$ cat src/rtl/param_loader_pkg.sv
// Shared types and constants for the parameter-fetch stage: FSM states,
// parameter word indices, field positions and legal kernel/stride values.
package param_loader_pkg;

  typedef enum logic [2:0] {
    ST_IDLE,
    ST_SYNC,
    ST_FETCH,
    ST_DRAIN,
    ST_CHECK,
    ST_DONE
  } param_loader_state_t;

  localparam int PW_DIMS0  = 0;
  localparam int PW_DIMS1  = 1;
  localparam int PW_CTRL   = 2;
  localparam int PW_QSHIFT = 3;
  localparam int PW_WBASE  = 4;
  localparam int PW_BBASE  = 5;
  localparam int PW_IBASE  = 6;
  localparam int PW_OBASE  = 7;

  localparam int F_DIM_LO_LSB = 0;
  localparam int F_DIM_HI_LSB = 16;
  localparam int F_KERNEL_LSB = 0;
  localparam int F_STRIDE_LSB = 4;
  localparam int F_PAD_LSB    = 8;
  localparam int F_RELU_BIT   = 12;
  localparam int F_POOL_BIT   = 13;
  localparam int F_QSHIFT_LSB = 0;

  localparam logic [3:0] KERNEL_1 = 4'd1;
  localparam logic [3:0] KERNEL_3 = 4'd3;
  localparam logic [3:0] KERNEL_5 = 4'd5;
  localparam logic [1:0] STRIDE_1 = 2'd1;
  localparam logic [1:0] STRIDE_2 = 2'd2;

  localparam logic WRITE_DIS = 1'b0;
  localparam logic WRITE_ENB = 1'b1;

  function automatic logic kernel_legal(input logic [3:0] k);
    return (k == KERNEL_1) || (k == KERNEL_3) || (k == KERNEL_5);
  endfunction

  function automatic logic stride_legal(input logic [1:0] s);
    return (s == STRIDE_1) || (s == STRIDE_2);
  endfunction

endpackage

$ cat src/rtl/sp_ram_intf.sv
// Single-port parameter SRAM port; the compute side masters it while the
// wrapper has handed ownership to the EPU.
interface sp_ram_intf;
  logic        cs;
  logic        oe;
  logic [31:0] addr;
  logic        W_req;
  logic [31:0] W_data;
  logic [31:0] R_data;

  modport compute (output cs, output oe, output addr, output W_req, output W_data,
                   input R_data);
  modport mem (input cs, input oe, input addr, input W_req, input W_data,
               output R_data);
endinterface

$ cat src/rtl/param_outdim.sv
// Combinational output-dimension calculator for one spatial axis, plus the
// "padded input covers the kernel" check for that axis.
module param_outdim #(
  parameter int DIM_W = 16
) (
  input  logic [DIM_W-1:0] in_dim_i,
  input  logic [3:0]       kernel_i,
  input  logic [3:0]       pad_i,
  input  logic [1:0]       stride_i,
  input  logic             pool_i,
  output logic [DIM_W-1:0] out_dim_o,
  output logic             fits_o
);

  localparam int EW = DIM_W + 2;

  logic [EW-1:0] padded;
  logic [EW-1:0] span;
  logic [EW-1:0] scaled;
  logic [1:0]    shift;

  // Two guard bits keep in + 2*pad from wrapping before the final truncation.
  always_comb begin
    padded    = EW'(in_dim_i) + EW'({pad_i, 1'b0});
    fits_o    = (padded >= EW'(kernel_i));
    span      = padded - EW'(kernel_i);
    shift     = stride_i - 2'd1;
    scaled    = (span >> shift) + EW'(1);
    out_dim_o = DIM_W'(pool_i ? (scaled >> 1) : scaled);
  end

endmodule

$ cat src/rtl/param_loader.sv
// EPU-side parameter fetch: reads the layer's parameter words from SRAM,
// validates them and holds a registered layer configuration for the datapath.
module param_loader
  import param_loader_pkg::*;
#(
  parameter int NUM_WORDS = 8,
  parameter int DIM_W     = 16
) (
  input  logic             clk,
  input  logic             rst,
  input  logic             start_i,
  output logic             finish_o,
  sp_ram_intf.compute      param_bus,
  output logic             cfg_valid_o,
  output logic             err_o,
  output logic [DIM_W-1:0] in_h_o,
  output logic [DIM_W-1:0] in_w_o,
  output logic [DIM_W-1:0] in_c_o,
  output logic [DIM_W-1:0] out_c_o,
  output logic [DIM_W-1:0] out_h_o,
  output logic [DIM_W-1:0] out_w_o,
  output logic [3:0]       kernel_o,
  output logic [1:0]       stride_o,
  output logic [3:0]       pad_o,
  output logic             relu_o,
  output logic             pool_o,
  output logic [4:0]       qshift_o,
  output logic [31:0]      w_base_o,
  output logic [31:0]      b_base_o,
  output logic [31:0]      i_base_o,
  output logic [31:0]      o_base_o
);

  localparam int               CNT_W     = $clog2(NUM_WORDS);
  localparam logic [CNT_W-1:0] LAST_ADDR = CNT_W'(NUM_WORDS - 1);

  param_loader_state_t state_q, state_d;
  logic [CNT_W-1:0]    rd_cnt_q, rd_cnt_d;
  logic                finish_q, finish_d;
  logic                cfg_valid_q, cfg_valid_d;
  logic                err_q, err_d;
  logic                fetching;
  logic                load_cfg;
  logic                capture;
  logic [CNT_W-1:0]    cap_idx;
  logic [31:0]         words_q [NUM_WORDS];

  logic [DIM_W-1:0] f_in_h, f_in_w, f_in_c, f_out_c;
  logic [3:0]       f_kernel, f_pad;
  logic [1:0]       f_stride;
  logic             f_relu, f_pool;
  logic [4:0]       f_qshift;
  logic [DIM_W-1:0] dim_h, dim_w;
  logic             fits_h, fits_w;
  logic             cfg_ok;
  logic             unused_bits;

  logic [DIM_W-1:0] in_h_q, in_w_q, in_c_q, out_c_q, out_h_q, out_w_q;
  logic [3:0]       kernel_q, pad_q;
  logic [1:0]       stride_q;
  logic             relu_q, pool_q;
  logic [4:0]       qshift_q;
  logic [31:0]      w_base_q, b_base_q, i_base_q, o_base_q;

  assign f_in_h   = words_q[PW_DIMS0][F_DIM_LO_LSB +: DIM_W];
  assign f_in_w   = words_q[PW_DIMS0][F_DIM_HI_LSB +: DIM_W];
  assign f_in_c   = words_q[PW_DIMS1][F_DIM_LO_LSB +: DIM_W];
  assign f_out_c  = words_q[PW_DIMS1][F_DIM_HI_LSB +: DIM_W];
  assign f_kernel = words_q[PW_CTRL][F_KERNEL_LSB +: 4];
  assign f_stride = words_q[PW_CTRL][F_STRIDE_LSB +: 2];
  assign f_pad    = words_q[PW_CTRL][F_PAD_LSB +: 4];
  assign f_relu   = words_q[PW_CTRL][F_RELU_BIT];
  assign f_pool   = words_q[PW_CTRL][F_POOL_BIT];
  assign f_qshift = words_q[PW_QSHIFT][F_QSHIFT_LSB +: 5];

  assign unused_bits = ^{words_q[PW_CTRL][31:14], words_q[PW_CTRL][7:6],
                         words_q[PW_QSHIFT][31:5]};

  param_outdim #(.DIM_W(DIM_W)) u_outdim_h (
    .in_dim_i  (f_in_h),
    .kernel_i  (f_kernel),
    .pad_i     (f_pad),
    .stride_i  (f_stride),
    .pool_i    (f_pool),
    .out_dim_o (dim_h),
    .fits_o    (fits_h)
  );

  param_outdim #(.DIM_W(DIM_W)) u_outdim_w (
    .in_dim_i  (f_in_w),
    .kernel_i  (f_kernel),
    .pad_i     (f_pad),
    .stride_i  (f_stride),
    .pool_i    (f_pool),
    .out_dim_o (dim_w),
    .fits_o    (fits_w)
  );

  assign cfg_ok = kernel_legal(f_kernel) && stride_legal(f_stride) &&
                  (|f_in_h) && (|f_in_w) && (|f_in_c) && (|f_out_c) &&
                  fits_h && fits_w;

  always_comb begin
    state_d     = state_q;
    rd_cnt_d    = rd_cnt_q;
    finish_d    = 1'b0;
    cfg_valid_d = cfg_valid_q;
    err_d       = err_q;
    fetching    = 1'b0;
    load_cfg    = 1'b0;
    unique case (state_q)
      ST_IDLE: begin
        if (start_i && !finish_q) begin
          state_d     = ST_SYNC;
          rd_cnt_d    = '0;
          cfg_valid_d = 1'b0;
          err_d       = 1'b0;
        end
      end
      ST_SYNC:  state_d = ST_FETCH;
      ST_FETCH: begin
        fetching = 1'b1;
        if (rd_cnt_q == LAST_ADDR) state_d = ST_DRAIN;
        else rd_cnt_d = rd_cnt_q + CNT_W'(1);
      end
      ST_DRAIN: state_d = ST_CHECK;
      ST_CHECK: begin
        load_cfg    = 1'b1;
        cfg_valid_d = cfg_ok;
        err_d       = !cfg_ok;
        finish_d    = 1'b1;
        state_d     = ST_DONE;
      end
      ST_DONE: begin
        if (start_i) finish_d = 1'b1;
        else state_d = ST_IDLE;
      end
      default: state_d = ST_IDLE;
    endcase
    // Controller withdrawing start before DONE abandons the load entirely.
    if (!start_i && (state_q inside {ST_SYNC, ST_FETCH, ST_DRAIN, ST_CHECK})) begin
      state_d     = ST_IDLE;
      cfg_valid_d = 1'b0;
      err_d       = 1'b0;
      finish_d    = 1'b0;
      load_cfg    = 1'b0;
    end
  end

  always_ff @(posedge clk or negedge rst) begin
    if (!rst) begin
      state_q     <= ST_IDLE;
      rd_cnt_q    <= '0;
      finish_q    <= 1'b0;
      cfg_valid_q <= 1'b0;
      err_q       <= 1'b0;
    end else begin
      state_q     <= state_d;
      rd_cnt_q    <= rd_cnt_d;
      finish_q    <= finish_d;
      cfg_valid_q <= cfg_valid_d;
      err_q       <= err_d;
    end
  end

  // SRAM read data lags its address by one cycle, so the capture slot trails rd_cnt.
  assign capture = ((state_q == ST_FETCH) && (rd_cnt_q != '0)) || (state_q == ST_DRAIN);
  assign cap_idx = (state_q == ST_DRAIN) ? LAST_ADDR : (rd_cnt_q - CNT_W'(1));

  always_ff @(posedge clk or negedge rst) begin
    if (!rst) begin
      for (int i = 0; i < NUM_WORDS; i++) words_q[i] <= '0;
    end else if (capture) begin
      words_q[cap_idx] <= param_bus.R_data;
    end
  end

  always_ff @(posedge clk or negedge rst) begin
    if (!rst) begin
      in_h_q   <= '0;
      in_w_q   <= '0;
      in_c_q   <= '0;
      out_c_q  <= '0;
      out_h_q  <= '0;
      out_w_q  <= '0;
      kernel_q <= '0;
      stride_q <= '0;
      pad_q    <= '0;
      relu_q   <= 1'b0;
      pool_q   <= 1'b0;
      qshift_q <= '0;
      w_base_q <= '0;
      b_base_q <= '0;
      i_base_q <= '0;
      o_base_q <= '0;
    end else if (load_cfg) begin
      in_h_q   <= f_in_h;
      in_w_q   <= f_in_w;
      in_c_q   <= f_in_c;
      out_c_q  <= f_out_c;
      out_h_q  <= cfg_ok ? dim_h : '0;
      out_w_q  <= cfg_ok ? dim_w : '0;
      kernel_q <= f_kernel;
      stride_q <= f_stride;
      pad_q    <= f_pad;
      relu_q   <= f_relu;
      pool_q   <= f_pool;
      qshift_q <= f_qshift;
      w_base_q <= words_q[PW_WBASE];
      b_base_q <= words_q[PW_BBASE];
      i_base_q <= words_q[PW_IBASE];
      o_base_q <= words_q[PW_OBASE];
    end
  end

  assign param_bus.cs     = fetching;
  assign param_bus.oe     = fetching;
  assign param_bus.addr   = fetching ? 32'(rd_cnt_q) : 32'd0;
  assign param_bus.W_req  = WRITE_DIS;
  assign param_bus.W_data = 32'd0;

  assign finish_o    = finish_q;
  assign cfg_valid_o = cfg_valid_q;
  assign err_o       = err_q;
  assign in_h_o      = in_h_q;
  assign in_w_o      = in_w_q;
  assign in_c_o      = in_c_q;
  assign out_c_o     = out_c_q;
  assign out_h_o     = out_h_q;
  assign out_w_o     = out_w_q;
  assign kernel_o    = kernel_q;
  assign stride_o    = stride_q;
  assign pad_o       = pad_q;
  assign relu_o      = relu_q;
  assign pool_o      = pool_q;
  assign qshift_o    = qshift_q;
  assign w_base_o    = w_base_q;
  assign b_base_o    = b_base_q;
  assign i_base_o    = i_base_q;
  assign o_base_o    = o_base_q;

endmodule

$ cat src/flat_wrapper.sv
// flat-port wrapper written by rule: the top's interface ports become plain ports
module param_loader_flat import param_loader_pkg::*;
#(
  parameter int NUM_WORDS = 8,
  parameter int DIM_W     = 16
)
  (clk, rst, start_i, finish_o, cfg_valid_o, err_o, in_h_o, in_w_o, in_c_o, out_c_o, out_h_o, out_w_o, kernel_o, stride_o, pad_o, relu_o, pool_o, qshift_o, w_base_o, b_base_o, i_base_o, o_base_o, param_bus_cs, param_bus_oe, param_bus_addr, param_bus_W_req, param_bus_W_data, param_bus_R_data);
  sp_ram_intf param_bus_i ();
  input  logic clk;
  input  logic rst;
  input  logic start_i;
  output logic finish_o;
  output logic cfg_valid_o;
  output logic err_o;
  output logic [DIM_W-1:0] in_h_o;
  output logic [DIM_W-1:0] in_w_o;
  output logic [DIM_W-1:0] in_c_o;
  output logic [DIM_W-1:0] out_c_o;
  output logic [DIM_W-1:0] out_h_o;
  output logic [DIM_W-1:0] out_w_o;
  output logic [3:0] kernel_o;
  output logic [1:0] stride_o;
  output logic [3:0] pad_o;
  output logic relu_o;
  output logic pool_o;
  output logic [4:0] qshift_o;
  output logic [31:0] w_base_o;
  output logic [31:0] b_base_o;
  output logic [31:0] i_base_o;
  output logic [31:0] o_base_o;
  output wire logic [$bits(param_bus_i.cs)-1:0] param_bus_cs;
  output wire logic [$bits(param_bus_i.oe)-1:0] param_bus_oe;
  output wire logic [$bits(param_bus_i.addr)-1:0] param_bus_addr;
  output wire logic [$bits(param_bus_i.W_req)-1:0] param_bus_W_req;
  output wire logic [$bits(param_bus_i.W_data)-1:0] param_bus_W_data;
  input wire logic [$bits(param_bus_i.R_data)-1:0] param_bus_R_data;
  assign param_bus_cs = param_bus_i.cs;
  assign param_bus_oe = param_bus_i.oe;
  assign param_bus_addr = param_bus_i.addr;
  assign param_bus_W_req = param_bus_i.W_req;
  assign param_bus_W_data = param_bus_i.W_data;
  assign param_bus_i.R_data = param_bus_R_data;
  param_loader #(.NUM_WORDS(NUM_WORDS), .DIM_W(DIM_W)) u_core (.clk(clk), .rst(rst), .start_i(start_i), .finish_o(finish_o), .param_bus(param_bus_i), .cfg_valid_o(cfg_valid_o), .err_o(err_o), .in_h_o(in_h_o), .in_w_o(in_w_o), .in_c_o(in_c_o), .out_c_o(out_c_o), .out_h_o(out_h_o), .out_w_o(out_w_o), .kernel_o(kernel_o), .stride_o(stride_o), .pad_o(pad_o), .relu_o(relu_o), .pool_o(pool_o), .qshift_o(qshift_o), .w_base_o(w_base_o), .b_base_o(b_base_o), .i_base_o(i_base_o), .o_base_o(o_base_o));
endmodule
$ cat config.mk
export PLATFORM = sky130hd
export DESIGN_NAME = param_loader_flat
export DESIGN_NICKNAME = d
export VERILOG_FILES = /design/src/rtl/param_loader_pkg.sv /design/src/rtl/sp_ram_intf.sv /design/src/rtl/param_outdim.sv /design/src/rtl/param_loader.sv /design/src/flat_wrapper.sv
export SDC_FILE = /design/constraint.sdc
export NUM_CORES = 1
export LEC_CHECK = 0
export BUFFER_PORTS_ARGS = -buffer_cell sky130_fd_sc_hd__buf_2
export CAP_MARGIN = 20
export CORE_UTILIZATION = 50
export CTS_CLUSTER_DIAMETER = 150
export DETAILED_ROUTE_END_ITERATION = 7
export PLACE_DENSITY = 0.82
export SLEW_MARGIN = 20
export SYNTH_ARGS = -nofsm -noshare
export SYNTH_HDL_FRONTEND = slang
export SYNTH_SLANG_ARGS = --single-unit
$ cat constraint.sdc
create_clock -name clk -period 9.8 [get_ports clk]
set_clock_uncertainty 0.1 [all_clocks]
set_input_delay 0.98 -clock clk [delete_from_list [all_inputs] [get_ports clk]]
set_output_delay 0.98 -clock clk [all_outputs]
set_load 0.02 [all_outputs]
Yosys cells after proc, flatten, opt, wreduce, memory -nomap -nowiden
Cells that the tools add are included.
- add/sub/neg operators: 9
- order comparisons: 4
- equality and inequality tests: 16
- shift operators: 2
- multiplexer cells: 28
- bitwise logic cells: 1
- reductions and logical operators: 30
- operators with widths (operator ; number):
    bitwise mux 256 bit ; 1
    demux 32 bit (select 3 bit) ; 1
    two-way mux 16 bit ; 4
    OR reduction 16 bit ; 4
    >= comparator 18 x 4 -> 1 bit ; 2
    >> shifter 18 x 2 -> 17 bit ; 2
    subtractor 18 x 4 -> 18 bit ; 2
    adder 16 x 5 -> 17 bit ; 2
    adder 17 x 1 -> 17 bit, second input constant ; 2
    two-way mux 32 bit ; 1
    two-way mux 3 bit ; 8
    case mux 3 bit (6 select lines) ; 1
    logical AND 1 bit ; 11
    == test 3 bit, second input constant ; 3
    two-way mux 1 bit ; 8
    == test 3 x 2 -> 1 bit, second input constant ; 2
    inequality test 3 x 2 -> 1 bit, second input constant ; 2
    case mux 1 bit (2 select lines) ; 3
    case mux 3 bit (2 select lines) ; 1
    AND reduction 3 bit ; 2
    nonzero test 3 bit ; 2
    == test 4 x 1 -> 1 bit, second input constant ; 1
    == test 4 x 2 -> 1 bit, second input constant ; 1
    == test 4 x 3 -> 1 bit, second input constant ; 1
    18 further kinds ; 23
- bits in registers: 506
- input bits: 35
- logic and storage cells: 119

Logic depth before layout (Yosys ltp)
- depth after elaboration: 13
- mapped depth: 18
- depth with buffers taken out: 18

Modules after synthesis
Synthesis repeated with hierarchy kept, for this count alone.
- cells, all modules: 2340
- area total of the unflattened synthesis: 23261.1 sq um
- by module, submodules not included (module ; times used ; cells each ; area an instance (sq um)):
    param_loader ; 1 ; 1621 ; 18218.7
    param_outdim (u_core.u_outdim_h) ; 1 ; 356 ; 2551.2
    param_outdim (u_core.u_outdim_w) ; 1 ; 363 ; 2491.1

Least setup slack after synthesis
OpenSTA, ideal clock, no wires.
- path kind: register to register
- start: register u_core.words_q, in the netlist u_core.f_pad[0]
- end: register u_core.out_w_q[15] (netlist: u_core.out_w_o[15])
- library setup time: 64 ps
- arrival time: 4353 ps
- data required time: 9636 ps
- setup slack: 5283 ps
- cell stages (with the launch flop): 16
- path buffers: 0
- path through: dfrtp_1 ha_1 inv_1 fa_1 nand2b_1 a21bo_4 or4_4 a311oi_4 nand4_2 or3_2 xnor2_1 a221o_2 nand4b_1 o211a_1 a2111oi_2 a21o_1
- word-level cells in the longest chain between the ends: 6
- elaborated cells on any way between the ends: 11
- those cells by class: add/sub (4); order compare (2); shift (1); mux (2); reduce/logical (2)
- RTL lines (element ; line ; source):
    start, declared ; param_loader.sv:46 ; logic [31:0] words_q [NUM_WORDS];
    start signal, assigned by index ; param_loader.sv:174 ; words_q[cap_idx] <= param_bus.R_data;
    adder 16 x 5 -> 17 bit ; param_outdim.sv:24 ; padded = EW'(in_dim_i) + EW'({pad_i, 1'b0});
    subtractor 18 x 4 -> 18 bit ; param_outdim.sv:26 ; span = padded - EW'(kernel_i);
    >> shifter 18 x 2 -> 17 bit ; param_outdim.sv:28 ; scaled = (span >> shift) + EW'(1);
    adder 17 x 1 -> 17 bit ; param_outdim.sv:28 ;
    two-way mux 16 bit ; param_outdim.sv:29 ; out_dim_o = DIM_W'(pool_i ? (scaled >> 1) : scaled);
    two-way mux 16 bit * ; param_loader.sv:202 ; out_w_q <= cfg_ok ? dim_w : '0;
    end signal, assigned ; param_loader.sv:202 ;
    end, declared ; param_loader.sv:58 ; logic [DIM_W-1:0] in_h_q, in_w_q, in_c_q, out_c_q, out_h_q, out_w_q;
Mark *: on every way between the ends. The rest lies on a longest branch, timed or not.
A chain may end at the register's enable or synchronous reset.

Worst setup path in the final report
- start: register u_core.words_q, in the netlist u_core.f_pad[0]
- end: register u_core.out_h_q[15] (netlist: u_core.out_h_o[15])
- word-level cells in the longest chain between the ends: 6
- elaborated cells on any way between the ends: 11
- those cells by class: add/sub (4); order compare (2); shift (1); mux (2); reduce/logical (2)
- RTL lines (element ; line ; source):
    adder 16 x 5 -> 17 bit ; param_outdim.sv:24 ;
    subtractor 18 x 4 -> 18 bit ; param_outdim.sv:26 ;
    >> shifter 18 x 2 -> 17 bit ; param_outdim.sv:28 ;
    adder 17 x 1 -> 17 bit ; param_outdim.sv:28 ;
    two-way mux 16 bit ; param_outdim.sv:29 ;
    two-way mux 16 bit * ; param_loader.sv:201 ; out_h_q <= cfg_ok ? dim_h : '0;
    end signal, assigned ; param_loader.sv:201 ;
    end, declared ; param_loader.sv:58 ;
Marks and branches as above.

==> results by group <==
Floorplanning
  – Row count: 77
  – Core Region: 0.0443 mm2
  – Die height: 214 um
  – Die Wd: 214 um
  – # IOs: 346
  – Die area: 0.0459 mm2
  – Starting Density: 0.508

Logic synthesis
  – Yosys warning count: 0
  – Adder-cell share of the synthesized area: 0.0158
  – Synth Area in Compound Gates: 0.0867
  – Post-synth ARST share: 1.00
  – Ys flop type: dfrtp_1
  – Syn avg cell area: 9.98 um2
  – Post-synthesis register bit count: 459
  – Synthesized cell area: 0.0225 mm2
  – Post-synth top cells: 698 x nand2_1, 459 x dfrtp_1, 201 x mux2_2
  – EDFF count, synth: 0
  – Top post-synthesis cells by area: dfrtp_1 51%, nand2_1 12%, mux2_2 10%
  – Cell taking the most area after synthesis: dfrtp_1
  – Top-count cell post-synth: nand2_1
  – Yosys cell types: 101
  – Post-synthesis sequential area ratio: 0.510
  – XOR/XNOR share of the synthesized area: 0.0291
  – Synth Area in Simple Gates: 0.189
  – Post-synthesis mux area share: 0.117
  – Top-area cell type share of the netlist area: 0.510
  – Main combinational cell family by area after synthesis: simple AND/OR/NAND/NOR gates
  – Mapped Cells: 2254

Place
  – Port bufs: 283
  – RD Place Congestion: 0.909
  – Post-DP HPWL: 41800 um

Clocking
  – TritonCTS clock tree: done
  – Clock sink count: 459
  – Num CTS Buffers: 47
  – Cts hold-fix bufs: 0
  – H-tree depth: 2
  – Worst-skew pair later-pin latency: 0.60 ns
  – Clock-pin slew on the worst setup and hold paths: 0.06 ns
  – Post CTS Setup Buffer Count: 0
  – Max clock buf depth: 3
  – Post-CTS Resized: 0
  – Root Driver: clkbuf_16

Critical path
  – Critical path type: reg -> reg
  – Reg2reg path depth: 16
  – CP max stage delay: 0.50 ns
  – Startpoint Class: register
  – Worst Setup SP: u_core.f_pad[0]$_DFFE_PN0P_
  – Slowest cell on crit path: a2111oi_2
  – Crit path required time: 10.16 ns
  – Critical Path End Type: register
  – Crit path cell chain: ha_1 > inv_1 > fa_1 > xnor2_1 > ha_1 > a21oi_1 > o211ai_1 > a211oi_2 > a21boi_1 > or2_2 > a2111oi_2 > nand2_1 > nor3_2 > nand3_1 > a211o_1 > a32o_1
  – Start of the worst register-to-register path: u_core.f_pad[0]$_DFFE_PN0P_
  – CP max FO: 6
  – Buf/Inv on CP: 1
  – Critical path's most frequent cell: ha_1
  – Stages on worst setup path: 16
  – R2R Path End: u_core.out_h_o[15]$_DFFE_PN0P_
  – Crit path DAT: 5.51 ns
  – Top delay family on crit path: compound AO/OA/AOI/OAI gates
  – Reg2Reg Setup Slack: 4.65 ns

STA
  – Pins Over Slew Limit: 0
  – Slew margin rel.: 0.233
  – Actual slew at the worst max-slew pin: 1.15 ns
  – Hold Slack: 0.281 ns
  – Final hold vios: 0
  – Tcrit/Tclk final: 0.526
  – Top achievable clock speed: 194 MHz
  – Final setup viols: 0
  – Fin crit period: 5.15 ns
  – RSZ-0062 raised after global routing: no
  – Fin Setup TNS: 0 ns

Global route
  – Total track usage: 0.266
  – Initial antenna violation count: 0
  – First-pass GRT wire length: 97100 um
  – Total grt overflow: 0
  – Number of global-route vias before repair: 17400
  – Pin count of the biggest net entering global routing: 218

Cells and area
  – Synth-to-Final Area Change: 14.4%
  – NumNets Final: 2541
  – Multi-input logic area: 0.0101 mm2
  – Ant diodes: 0
  – Number of fill cells: 3639
  – Register area: 0.0115 mm2
  – Ratio of cells with drive above 1 in the final layout: 0.255

Power and ir drop
  – Static Leak: 13.1 nW
  – Pwr Density: 338 mW/mm2
  – VDD IR max: 0.209 mV

Status
  – Status: complete, no violations

Run
  – Max_cap viols: 0

Routing
  – Drt pass-1 iters: 7
  – Via-per-instance ratio: 5.66
  – DR DRC count: 0
  – Routed Antenna Nets: 0
  – Average wire per standard cell: 19.8 um
  – Vias: 17600
  – Total wire length: 61500 um
  – Initial DRC count: 1403

Hold path
  – Type of the most critical hold path: in -> async
## how the worst max path moves through the flow
stage	to	slack, ns
after global routing	u_core.out_h_o[15]$_DFFE_PN0P_	4.30
after detailed placement	u_core.out_h_o[15]$_DFFE_PN0P_	4.77
after global placement	u_core.out_w_o[15]$_DFFE_PN0P_	4.90
final	u_core.out_h_o[15]$_DFFE_PN0P_	4.65
after floorplan	u_core.out_w_o[15]$_DFFE_PN0P_	5.28
after CTS	u_core.out_h_o[15]$_DFFE_PN0P_	4.74
## power breakdown
group / leakage, nW / switching, mW / internal, mW
registers: 6.01 / 0.474 / 2.56
logic: 6.29 / 2.32 / 1.43
clock network: 0.807 / 0.763 / 1.14
## per-layer routing
layer / part of all wire / global-route usage
met5: 0 / 0
met3: 0.077 / 0.0644
met4: 0.033 / 0.0943
met1: 0.43 / 0.367
met2: 0.46 / 0.410
## flip-flops by register name, summed over array words and instances, names as in the netlist, 32 cells and up
name             cells
u_core.b_base_o     32
u_core.i_base_o     32
u_core.o_base_o     32
u_core.w_base_o     32
u_core.words_q     128
## through the flow
stage / power, mW / setup WS (ns) / instance area (um2) / utilization / std cells
floorplan: 5.64 / 5.28 / 22700 / - / 2315
global placement: 6.58 / 4.90 / 24000 / 0.542 / 3022
detailed placement: 6.73 / 4.77 / 24000 / 0.542 / 3022
CTS: 8.69 / 4.74 / 25700 / 0.580 / 3108
global route: 9.20 / 4.30 / 25700 / 0.581 / 3109
finish: 8.69 / 4.65 / 25700 / 0.581 / 3109
## cell families (layout without fill, tap and decap cells)
logic type	after synthesis	in the layout
compound gates	273	273
other cells	1	62
xor+xnor	71	71
mux	231	231
flops	459	459
simple gates	980	980
fa+ha+maj	26	26
buf+inv	213	415
## area by class of cell
class / instances / share of cell area
clock inverter: 16 / 0.0115
timing repair buffer: 297 / 0.0615
multi-input combinational: 1643 / 0.394
tap: 592 / 0.0288
clock buffer: 70 / 0.0537
sequential: 459 / 0.446
inverter: 32 / 0.00467
## cell usage in the layout (no fill, tap or decap), types with 20 or more instances in the layout
master,n
ha_1,22
xor2_1,24
nand2_1,697
conb_1,62
a21oi_1,38
dfrtp_1,459
mux2i_1,24
clkbuf_16,47
nand4_1,20
inv_1,31
nor3_1,31
nand3_1,33
nor2_1,71
mux2_2,201
xnor2_1,44
buf_2,282
nor4_1,23
o21ai_0,75
Note: power is estimated with default switching activity, not from simulation.
